<file path="src/rtl/systolic_feeder_pkg.sv">
// Shared definitions for the systolic array operand feeder: lane count,
// FSM encoding and the lane <-> byte mapping used on 32-bit words.
package systolic_feeder_pkg;

    localparam int unsigned LANES = 4;

    typedef enum logic [1:0] {
        ST_IDLE,
        ST_CLEAR,
        ST_FETCH,
        ST_DRAIN
    } state_e;

    // Lane 0 occupies the most significant byte.
    function automatic int unsigned lane_lsb(input int unsigned r);
        return (LANES - 1 - r) * 8;
    endfunction

    function automatic logic [7:0] lane_byte(input logic [31:0] word, input int unsigned r);
        return word[lane_lsb(r) +: 8];
    endfunction

endpackage

</file>
<file path="src/rtl/systolic_feeder_if.sv">
// Feeder bundle: job control, A/B buffer read ports and array operand outputs.
interface systolic_feeder_if #(
    parameter int unsigned ADDR_W = 14,
    parameter int unsigned K_W    = 16
);
    logic              start;
    logic [K_W-1:0]    k_len;
    logic [ADDR_W-1:0] a_base;
    logic [ADDR_W-1:0] b_base;
    logic [ADDR_W-1:0] a_addr;
    logic [ADDR_W-1:0] b_addr;
    logic [31:0]       a_data;
    logic [31:0]       b_data;
    logic [31:0]       in_left;
    logic [31:0]       in_up;
    logic              pe_clear;
    logic              busy;
    logic              done;

    modport master (
        input  start, k_len, a_base, b_base, a_data, b_data,
        output a_addr, b_addr, in_left, in_up, pe_clear, busy, done
    );

    modport slave (
        output start, k_len, a_base, b_base, a_data, b_data,
        input  a_addr, b_addr, in_left, in_up, pe_clear, busy, done
    );
endinterface

</file>
<file path="src/rtl/systolic_feeder_skew_line.sv">
// One 8-bit operand lane: DEPTH-cycle delay of data plus its valid bit,
// followed by a registered output that drives zero when the lane is invalid.
module systolic_feeder_skew_line #(
    parameter int unsigned DEPTH = 0
) (
    input  logic       clk,
    input  logic       rst,
    input  logic [7:0] din_i,
    input  logic       vld_i,
    output logic [7:0] dout_o
);
    logic [7:0] tail_dat;
    logic       tail_vld;
    logic [7:0] dout_q;

    if (DEPTH == 0) begin : g_direct
        assign tail_dat = din_i;
        assign tail_vld = vld_i;
    end else begin : g_pipe
        logic [7:0]       dat_q [DEPTH];
        logic [DEPTH-1:0] vld_q;

        always_ff @(posedge clk or posedge rst) begin
            if (rst) begin
                for (int unsigned i = 0; i < DEPTH; i++) dat_q[i] <= '0;
                vld_q <= '0;
            end else begin
                dat_q[0] <= din_i;
                vld_q[0] <= vld_i;
                for (int unsigned i = 1; i < DEPTH; i++) begin
                    dat_q[i] <= dat_q[i-1];
                    vld_q[i] <= vld_q[i-1];
                end
            end
        end

        assign tail_dat = dat_q[DEPTH-1];
        assign tail_vld = vld_q[DEPTH-1];
    end

    always_ff @(posedge clk or posedge rst) begin
        if (rst) dout_q <= '0;
        else     dout_q <= tail_vld ? tail_dat : '0;
    end

    assign dout_o = dout_q;
endmodule

</file>
<file path="src/rtl/systolic_feeder.sv">
// Operand feeder for the 4x4 int8 systolic array: fetches K word pairs,
// skews lane r by r cycles, clears the accumulators first and signals done.
module systolic_feeder
    import systolic_feeder_pkg::*;
#(
    parameter int unsigned ADDR_W      = 14,
    parameter int unsigned K_W         = 16,
    parameter int unsigned DRAIN_EXTRA = 7
) (
    input logic              clk,
    input logic              rst,
    systolic_feeder_if.master bus
);
    // Last DRAIN count: covers the 3-cycle skew plus read latency plus array propagation.
    localparam logic [K_W-1:0] DRAIN_LAST = K_W'(4 + DRAIN_EXTRA);

    state_e            state_q;
    logic [K_W-1:0]    k_q;
    logic [K_W-1:0]    cnt_q;
    logic [ADDR_W-1:0] a_base_q, b_base_q;
    logic [ADDR_W-1:0] a_addr_q, b_addr_q;
    logic              pe_clear_q, busy_q, done_q;
    logic              rd_vld_q;

    always_ff @(posedge clk or posedge rst) begin
        if (rst) begin
            state_q    <= ST_IDLE;
            k_q        <= '0;
            cnt_q      <= '0;
            a_base_q   <= '0;
            b_base_q   <= '0;
            a_addr_q   <= '0;
            b_addr_q   <= '0;
            pe_clear_q <= 1'b0;
            busy_q     <= 1'b0;
            done_q     <= 1'b0;
            rd_vld_q   <= 1'b0;
        end else begin
            pe_clear_q <= 1'b0;
            done_q     <= 1'b0;
            rd_vld_q   <= (state_q == ST_FETCH);
            case (state_q)
                ST_IDLE: begin
                    if (bus.start) begin
                        if (bus.k_len == '0) begin
                            done_q <= 1'b1;
                        end else begin
                            k_q        <= bus.k_len;
                            a_base_q   <= bus.a_base;
                            b_base_q   <= bus.b_base;
                            pe_clear_q <= 1'b1;
                            busy_q     <= 1'b1;
                            state_q    <= ST_CLEAR;
                        end
                    end
                end
                ST_CLEAR: begin
                    a_addr_q <= a_base_q;
                    b_addr_q <= b_base_q;
                    cnt_q    <= K_W'(1);
                    state_q  <= ST_FETCH;
                end
                ST_FETCH: begin
                    if (cnt_q == k_q) begin
                        a_addr_q <= '0;
                        b_addr_q <= '0;
                        cnt_q    <= '0;
                        state_q  <= ST_DRAIN;
                    end else begin
                        a_addr_q <= a_addr_q + ADDR_W'(1);
                        b_addr_q <= b_addr_q + ADDR_W'(1);
                        cnt_q    <= cnt_q + K_W'(1);
                    end
                end
                ST_DRAIN: begin
                    if (cnt_q == DRAIN_LAST) begin
                        cnt_q   <= '0;
                        busy_q  <= 1'b0;
                        done_q  <= 1'b1;
                        state_q <= ST_IDLE;
                    end else begin
                        cnt_q <= cnt_q + K_W'(1);
                    end
                end
                default: state_q <= ST_IDLE;
            endcase
        end
    end

    logic [7:0]  left_lane [LANES];
    logic [7:0]  up_lane   [LANES];
    logic [31:0] left_word, up_word;

    for (genvar r = 0; r < LANES; r++) begin : g_lane
        systolic_feeder_skew_line #(.DEPTH(r)) u_a (
            .clk    (clk),
            .rst    (rst),
            .din_i  (lane_byte(bus.a_data, r)),
            .vld_i  (rd_vld_q),
            .dout_o (left_lane[r])
        );
        systolic_feeder_skew_line #(.DEPTH(r)) u_b (
            .clk    (clk),
            .rst    (rst),
            .din_i  (lane_byte(bus.b_data, r)),
            .vld_i  (rd_vld_q),
            .dout_o (up_lane[r])
        );
    end

    always_comb begin
        left_word = '0;
        up_word   = '0;
        for (int unsigned r = 0; r < LANES; r++) begin
            left_word[lane_lsb(r) +: 8] = left_lane[r];
            up_word[lane_lsb(r) +: 8]   = up_lane[r];
        end
    end

    assign bus.a_addr   = a_addr_q;
    assign bus.b_addr   = b_addr_q;
    assign bus.in_left  = left_word;
    assign bus.in_up    = up_word;
    assign bus.pe_clear = pe_clear_q;
    assign bus.busy     = busy_q;
    assign bus.done     = done_q;
endmodule

</file>
<file path="src/flat_wrapper.sv">
// flat-port wrapper written by rule: the top's interface ports become plain ports
module systolic_feeder_flat import systolic_feeder_pkg::*;
#(
    parameter int unsigned ADDR_W      = 14,
    parameter int unsigned K_W         = 16,
    parameter int unsigned DRAIN_EXTRA = 7
)
  (clk, rst, bus_start, bus_k_len, bus_a_base, bus_b_base, bus_a_data, bus_b_data, bus_a_addr, bus_b_addr, bus_in_left, bus_in_up, bus_pe_clear, bus_busy, bus_done);
  systolic_feeder_if #(.ADDR_W(ADDR_W), .K_W(K_W)) bus_i ();
  input logic clk;
  input logic rst;
  input wire logic [$bits(bus_i.start)-1:0] bus_start;
  input wire logic [$bits(bus_i.k_len)-1:0] bus_k_len;
  input wire logic [$bits(bus_i.a_base)-1:0] bus_a_base;
  input wire logic [$bits(bus_i.b_base)-1:0] bus_b_base;
  input wire logic [$bits(bus_i.a_data)-1:0] bus_a_data;
  input wire logic [$bits(bus_i.b_data)-1:0] bus_b_data;
  output wire logic [$bits(bus_i.a_addr)-1:0] bus_a_addr;
  output wire logic [$bits(bus_i.b_addr)-1:0] bus_b_addr;
  output wire logic [$bits(bus_i.in_left)-1:0] bus_in_left;
  output wire logic [$bits(bus_i.in_up)-1:0] bus_in_up;
  output wire logic [$bits(bus_i.pe_clear)-1:0] bus_pe_clear;
  output wire logic [$bits(bus_i.busy)-1:0] bus_busy;
  output wire logic [$bits(bus_i.done)-1:0] bus_done;
  assign bus_i.start = bus_start;
  assign bus_i.k_len = bus_k_len;
  assign bus_i.a_base = bus_a_base;
  assign bus_i.b_base = bus_b_base;
  assign bus_i.a_data = bus_a_data;
  assign bus_i.b_data = bus_b_data;
  assign bus_a_addr = bus_i.a_addr;
  assign bus_b_addr = bus_i.b_addr;
  assign bus_in_left = bus_i.in_left;
  assign bus_in_up = bus_i.in_up;
  assign bus_pe_clear = bus_i.pe_clear;
  assign bus_busy = bus_i.busy;
  assign bus_done = bus_i.done;
  systolic_feeder #(.ADDR_W(ADDR_W), .K_W(K_W), .DRAIN_EXTRA(DRAIN_EXTRA)) u_core (.clk(clk), .rst(rst), .bus(bus_i));
endmodule
</file>
<file path="config.mk">
export PLATFORM = sky130hd
export DESIGN_NAME = systolic_feeder_flat
export DESIGN_NICKNAME = d
export VERILOG_FILES = /design/src/rtl/systolic_feeder_pkg.sv /design/src/rtl/systolic_feeder_if.sv /design/src/rtl/systolic_feeder_skew_line.sv /design/src/rtl/systolic_feeder.sv /design/src/flat_wrapper.sv
export SDC_FILE = /design/constraint.sdc
export NUM_CORES = 1
export LEC_CHECK = 0
export CORE_ASPECT_RATIO = 1.2
export CORE_MARGIN = 10
export CORE_UTILIZATION = 49
export CTS_CLUSTER_SIZE = 16
export DETAILED_ROUTE_END_ITERATION = 6
export DONT_BUFFER_PORTS = 1
export HOLD_SLACK_MARGIN = 0.03
export MAX_ROUTING_LAYER = met4
export PLACE_DENSITY = 0.63
export SLEW_MARGIN = 10
export SYNTH_ARGS = -nofsm -noshare
export SYNTH_HDL_FRONTEND = slang
export SYNTH_SLANG_ARGS = --single-unit
</file>
<file path="constraint.sdc">
create_clock -name clk -period 10.25 [get_ports clk]
set_input_delay 1.5375 -clock clk [delete_from_list [all_inputs] [get_ports clk]]
set_output_delay 1.5375 -clock clk [all_outputs]
set_load 0.03 [all_outputs]
</file>
# Word-level counts from Yosys, hierarchy flattened

Cells that the tools add are included.
Widths: inputs -> output; s select.

Reduce and logical (&&, ||, !) cells: 8
Mux-type cells: 31
Bitwise logic cells: 1
Equal/unequal tests: 9
$add $sub $neg: 3

Operators by type and width:

| kind                  | count |
|---|---|
| $mux 8                | 8 |
| $pmux 14 s2           | 2 |
| $pmux 16 s3           | 1 |
| $mux 16               | 2 |
| $add 14x1->14 const B | 2 |
| $mux 14               | 2 |
| $add 16x1->16 const B | 1 |
| $eq 16x16->1          | 1 |
| $eq 16x4->1 const B   | 1 |
| $logic_not 16->1      | 1 |
| $mux 1                | 9 |
| $mux 2                | 4 |
| $pmux 2 s4            | 1 |
| $reduce_and 4->1      | 2 |
| $ne 2x2->1 const B    | 3 |
| $eq 2x2->1 const B    | 2 |
| $pmux 1 s2            | 2 |
| $reduce_bool 2->1     | 2 |
| $reduce_and 3->1      | 1 |
| $reduce_bool 3->1     | 1 |
| $eq 2x1->1 const B    | 1 |
| $logic_not 2->1       | 1 |
| $ne 2x1->1 const B    | 1 |
| $not 1->1             | 1 |

Flip-flop bits (word level): 265
Logic and storage cells: 88
Output and inout port bits: 95
Input port bits: 111

# Longest topological paths before layout

Depth in word-level cells: 4
Mapped depth: 8
Mapped depth without buffers: 7

# Cells and area by module

A second synthesis with hierarchy kept.

Cells, all modules: 685
Area, all modules: 9461.6 µm²

By module, submodules not included:

| module                                               | cells an instance | area an instance (µm²) | seq. area each (µm²) | instances |
|---|---|---|---|---|
| systolic_feeder                                      | 441               | 4727.0                 | 2352.3               | 1 |
| systolic_feeder_skew_line (u_core.g_lane[3].u_a ...) | 44                | 929.6                  | 875.8                | 2 |
| systolic_feeder_skew_line (u_core.g_lane[2].u_a ...) | 35                | 704.4                  | 650.6                | 2 |
| systolic_feeder_skew_line (u_core.g_lane[1].u_a ...) | 26                | 479.2                  | 425.4                | 2 |
| systolic_feeder_skew_line (u_core.g_lane[0].u_a ...) | 17                | 254.0                  | 200.2                | 2 |

# Least setup slack after synthesis

Ideal clock, no wire load.

Path kind: input to register
From: input port bus_k_len[0]
To: register u_core.a_base_q[10]
Library setup time: 0.125 ns
Data required time: 10.125 ns
Setup slack: 7.320 ns
Arrival time: 2.805 ns
Stages on the path: 6
Path buffers: 2
Cell sequence: nor4_1 > nand4_1 > nor2b_1 > clkbuf_1 > buf_1 > mux2_2

Word-level cells in the longest chain between the ends: 3

RTL lines:

| item                              | RTL line              | source |
|---|---|---|
| start: declaration                | flat_wrapper.sv:13    | `input wire logic [$bits(bus_i.k_len)-1:0] bus_k_len;` |
| $logic_not 16->1                  | systolic_feeder.sv:45 | `if (bus.k_len == '0) begin` |
| $not 1->1 (no source line)        | --                    |  |
| $reduce_and 3->1 (no source line) | --                    |  |
| end signal: assignment            | systolic_feeder.sv:49 | `a_base_q <= bus.a_base;` |
| end: declaration                  | systolic_feeder.sv:20 | `logic [ADDR_W-1:0] a_base_q, b_base_q;` |

Every way passes these cells.
A chain may end at the register's enable or synchronous reset.

# Worst setup path after layout

From: register u_core.state_q[0]
To: register u_core.b_addr_q[5], in the netlist u_core.bus.b_addr[5]

Word-level cells in the longest chain between the ends: 2
Elaborated cells between the ends (all ways): 4
Classes of those cells: eq/ne (2); mux (1); reduce/logical (1)

RTL lines:

| item                                             | RTL line              | source |
|---|---|---|
| start: declaration                               | systolic_feeder.sv:17 | `state_e state_q;` |
| start signal: assignment                         | systolic_feeder.sv:27 | `state_q <= ST_IDLE;` |
| start signal: assignment                         | systolic_feeder.sv:53 | `state_q <= ST_CLEAR;` |
| start signal: assignment                         | systolic_feeder.sv:61 | `state_q <= ST_FETCH;` |
| $eq 2x2->1 or $eq 2x1->1 (tied branches)         | systolic_feeder.sv:42 | `case (state_q)` |
| $pmux 14 s2 or $reduce_bool 2->1 (tied branches) | --                    |  |
| end signal: assignment                           | systolic_feeder.sv:59 | `b_addr_q <= b_base_q;` |
| end signal: assignment                           | systolic_feeder.sv:71 | `b_addr_q <= b_addr_q + ADDR_W'(1);` |
| end: declaration                                 | systolic_feeder.sv:21 | `logic [ADDR_W-1:0] a_addr_q, b_addr_q;` |

Several ways; a longest one is shown, not always the timed one.

==> impl_metrics.csv <==
group,metric,value,unit
timing,grt_setup_unrepaired,"false",
global_route,antenna_found_initial,4,
die,core,18300,µm²
placement,place_congestion,0.816,
finish,drive_above_1_share,0.134,
hold_path,hold_path_depth,0,
finish,final_common_cell,"dfrtp_1",
power_and_ir_drop,power_leakage,4.55,nW
route,initialDrtViolationCount,345,
job,drv_cap,0,
timing,clock_skew,0.0158,ns
finish,nNetsFinal,788,
cts,cts_max_level,1,
die,ioPinCount,206,
power_and_ir_drop,comb_power_share,0.217,
global_route,grt_pass1_vias,5265,
status,status,"complete, no violations",
synthesis,synth_cells,663,
critical_path,critPathCaptureType,"register",
synthesis,syn_nets,781,
die,die_h,170,µm
timing,tightest_slew,1.08,ns
power_and_ir_drop,ir_drop,0.198,mV
cts,cts-buffers-inserted,25,
synthesis,synth_cell_types,43,
synthesis,synth_area,9210,µm²
cts,cts_tree,"done",
route,drt.antenna.violating_nets,0,
cts,hold_buffers,0,
critical_path,reg2reg_slack,7.01,ns
route,drcViolationCount,0,
critical_path,reg2reg_depth,6,
cts,clk_pin_slew,0.06,ns
power_and_ir_drop,p_switching,1.21,mW
finish,final_cell_mix,"dfrtp_1, and2_1, mux2_2",
global_route,grt_start_max_net_pins,174,
hold_path,min_from,"u_core.g_lane[3].u_b.g_pipe.dat_q[15]$_DFF_PP0_",
global_route,grt_usage,0.156,
timing,period_share,0.316,
die,placementRows,54,
critical_path,crit_path_start_kind,"register",
cts,worstSkewPairLatency,0.52,ns
timing,slew_violations,0,
route,wire_per_inst,20.2,µm
global_route,grt_pass1_wl,30.2,mm
die,initial_core_util,0.503,
power_and_ir_drop,power-per-cell-area,327,nW/µm²
hold_path,hp-class,"reg -> reg",
critical_path,cp.required,10.70,ns
power_and_ir_drop,pwr-share-clk,0.272,
finish,fin_cells,944,
critical_path,path_class,"reg -> reg",
timing,fin_crit,3.24,ns
timing,maxSlewHeadroom,0.281,
power_and_ir_drop,seq_power_share,0.510,
route,wl,19.1,mm
cts,cts-root-buf,"clkbuf_16",
placement,dp_cells,895,
hold_path,min_to,"u_core.g_lane[3].u_b.tail_dat[7]$_DFF_PP0_",
placement,hpwl,13.5,mm
critical_path,crit_arrival,3.69,ns
critical_path,reg2reg_from,"u_core.state_q[0]$_DFFE_PP0P_",
synthesis,yosysWarnings,0,
cts,clockBufferDepth,3,
route,via_count,5019,
timing,setup-tns-final,0,ns
placement,port_buffers,0,
timing,finalHoldViolCount,0,
synthesis,synth_seq_cells,257,
synthesis,ys_seq_area_frac,0.698,
power_and_ir_drop,swShare,0.359,
cts,cts_setup_buffers,0,
die,design.die.area,24700,µm²
die,die_w,145,µm
cts,cts_resized,0,
power_and_ir_drop,p_int,2.16,mW
synthesis,synth.avg_cell_area,13.9,µm²
finish,syn_to_final_growth,11.9,%
global_route,overflow,0,
timing,finalSetupViolCount,0,
critical_path,cp_max_fo,35,
cts,cts_sinks,257,
route,dr.pass1.iters,4,
critical_path,timing.rr.end,"u_core.bus.b_addr[5]$_DFFE_PP0P_",
route,vias_per_cell,5.32,
timing,fmax,309,MHz
-- state kept, by name, summed over array words and instances, names as in the netlist, 16 cells and up --
register / cells
u_core.cnt_q: 16
u_core.g_lane.u_a.dout_o: 32
u_core.g_lane.u_a.g_pipe.dat_q: 32
u_core.g_lane.u_a.tail_dat: 16
u_core.g_lane.u_b.dout_o: 32
u_core.g_lane.u_b.g_pipe.dat_q: 32
u_core.g_lane.u_b.tail_dat: 16
u_core.k_q: 16
-- cell type report --
cell class	count	area, µm²
clock inverter	10	136
clock buffer	34	699
antenna	5	12.5
inverter	12	52.6
sequential	257	6430
multi-input combinational	370	2630
timing repair buffer	4	30.0
fill	1492	8000
tap	252	315
-- power groups by stage --
stage / clock, mW / combinational, mW / sequential (mW)
6_report: 0.918 / 0.733 / 1.72
5_1_grt: 0.990 / 0.829 / 1.76
4_1_cts: 0.940 / 0.745 / 1.73
3_5_place_dp: 0 / 0.743 / 1.75
3_3_place_gp: 0 / 0.709 / 1.74
2_1_floorplan: 0 / 0.636 / 1.64
-- worst max-delay path, cell delays in order (launching register included) --
cell and delay [ns]:
dfrtp_1 0.35, inv_1 0.09, ha_1 0.98, inv_1 0.74
or4_1 0.70, a21oi_1 0.17, a221o_1 0.13
-- Yosys cell counts, drive strengths merged --
cell type | n | area share
nand2b | 2 | 0.0014
xor2 | 7 | 0.0067
o21ai | 16 | 0.0087
nand4 | 12 | 0.0088
a22oi | 5 | 0.0041
nor4bb | 1 | 0.0011
a31oi | 4 | 0.0027
o41ai | 1 | 0.0030
and2 | 66 | 0.045
or4 | 4 | 0.0033
a221o | 9 | 0.0098
inv | 12 | 0.0049
clkbuf | 15 | 0.0061
nor3 | 11 | 0.0060
mux2 | 43 | 0.053
and3 | 5 | 0.0034
o31a | 1 | 0.00095
xnor2 | 23 | 0.024
nand3b | 2 | 0.0016
a2bb2oi | 1 | 0.00095
a21boi | 1 | 0.00082
nor2b | 17 | 0.012
o31ai | 2 | 0.0016
buf | 9 | 0.0062
nand3 | 18 | 0.0098
a21oi | 20 | 0.011
o21a | 1 | 0.00082
nor3b | 1 | 0.0020
nor4 | 7 | 0.0048
a211o | 1 | 0.00095
nand2 | 17 | 0.0069
nor2 | 42 | 0.017
dfrtp | 257 | 0.70
ha | 7 | 0.0095
mux2i | 16 | 0.017
o41a | 1 | 0.0012
o221ai | 3 | 0.0029
nand4b | 2 | 0.0019
and4b | 1 | 0.0011
-- per-layer routing --
layer,vias to the layer above,part of all wire,track usage
li1,2284,-,-
met1,2532,0.40,0.184
met2,170,0.50,0.253
met3,33,0.081,0.0515
met4,0,0.019,0.0401
met5,-,0,-
-- how the worst max path moves through the flow --
stage | start | endpoint | slack, ns | cells past startpoint
after floorplan | rst | u_core.a_base_q[0]$_DFFE_PP0P_ | 1.64 | 1
after CTS | u_core.state_q[0]$_DFFE_PP0P_ | u_core.bus.b_addr[5]$_DFFE_PP0P_ | 6.99 | 6
after detailed placement | rst | u_core.b_base_q[10]$_DFFE_PP0P_ | 6.73 | 2
after global routing | u_core.state_q[1]$_DFFE_PP0P_ | u_core.bus.b_addr[5]$_DFFE_PP0P_ | 6.78 | 6
after global placement | rst | u_core.b_base_q[11]$_DFFE_PP0P_ | 6.80 | 2
final | u_core.state_q[0]$_DFFE_PP0P_ | u_core.bus.b_addr[5]$_DFFE_PP0P_ | 7.01 | 6
-- through the flow --
step	area, µm²	hold WS, ns	setup WS, ns	power (mW)	util
after floorplan	9210	0.331	1.64	2.28	-
after global placement	9460	0.332	6.80	2.45	0.517
after detailed placement	9460	0.335	6.73	2.49	0.517
after CTS	10300	0.345	6.99	3.42	0.562
after global routing	10300	0.353	6.78	3.58	0.563
final	10300	0.347	7.01	3.37	0.563
-- cell families after synthesis --
logic type	Yosys count	synth area share
DFF	257	0.698
buffers and inverters	36	0.0172
AOI/OAI and AO/OA	66	0.0493
xor gates and xnor gates	30	0.0306
muxes	59	0.0699
adders and majority gates	7	0.00951
and+or+nand+nor	208	0.125
No activity file was read; power rests on OpenSTA's default activity.
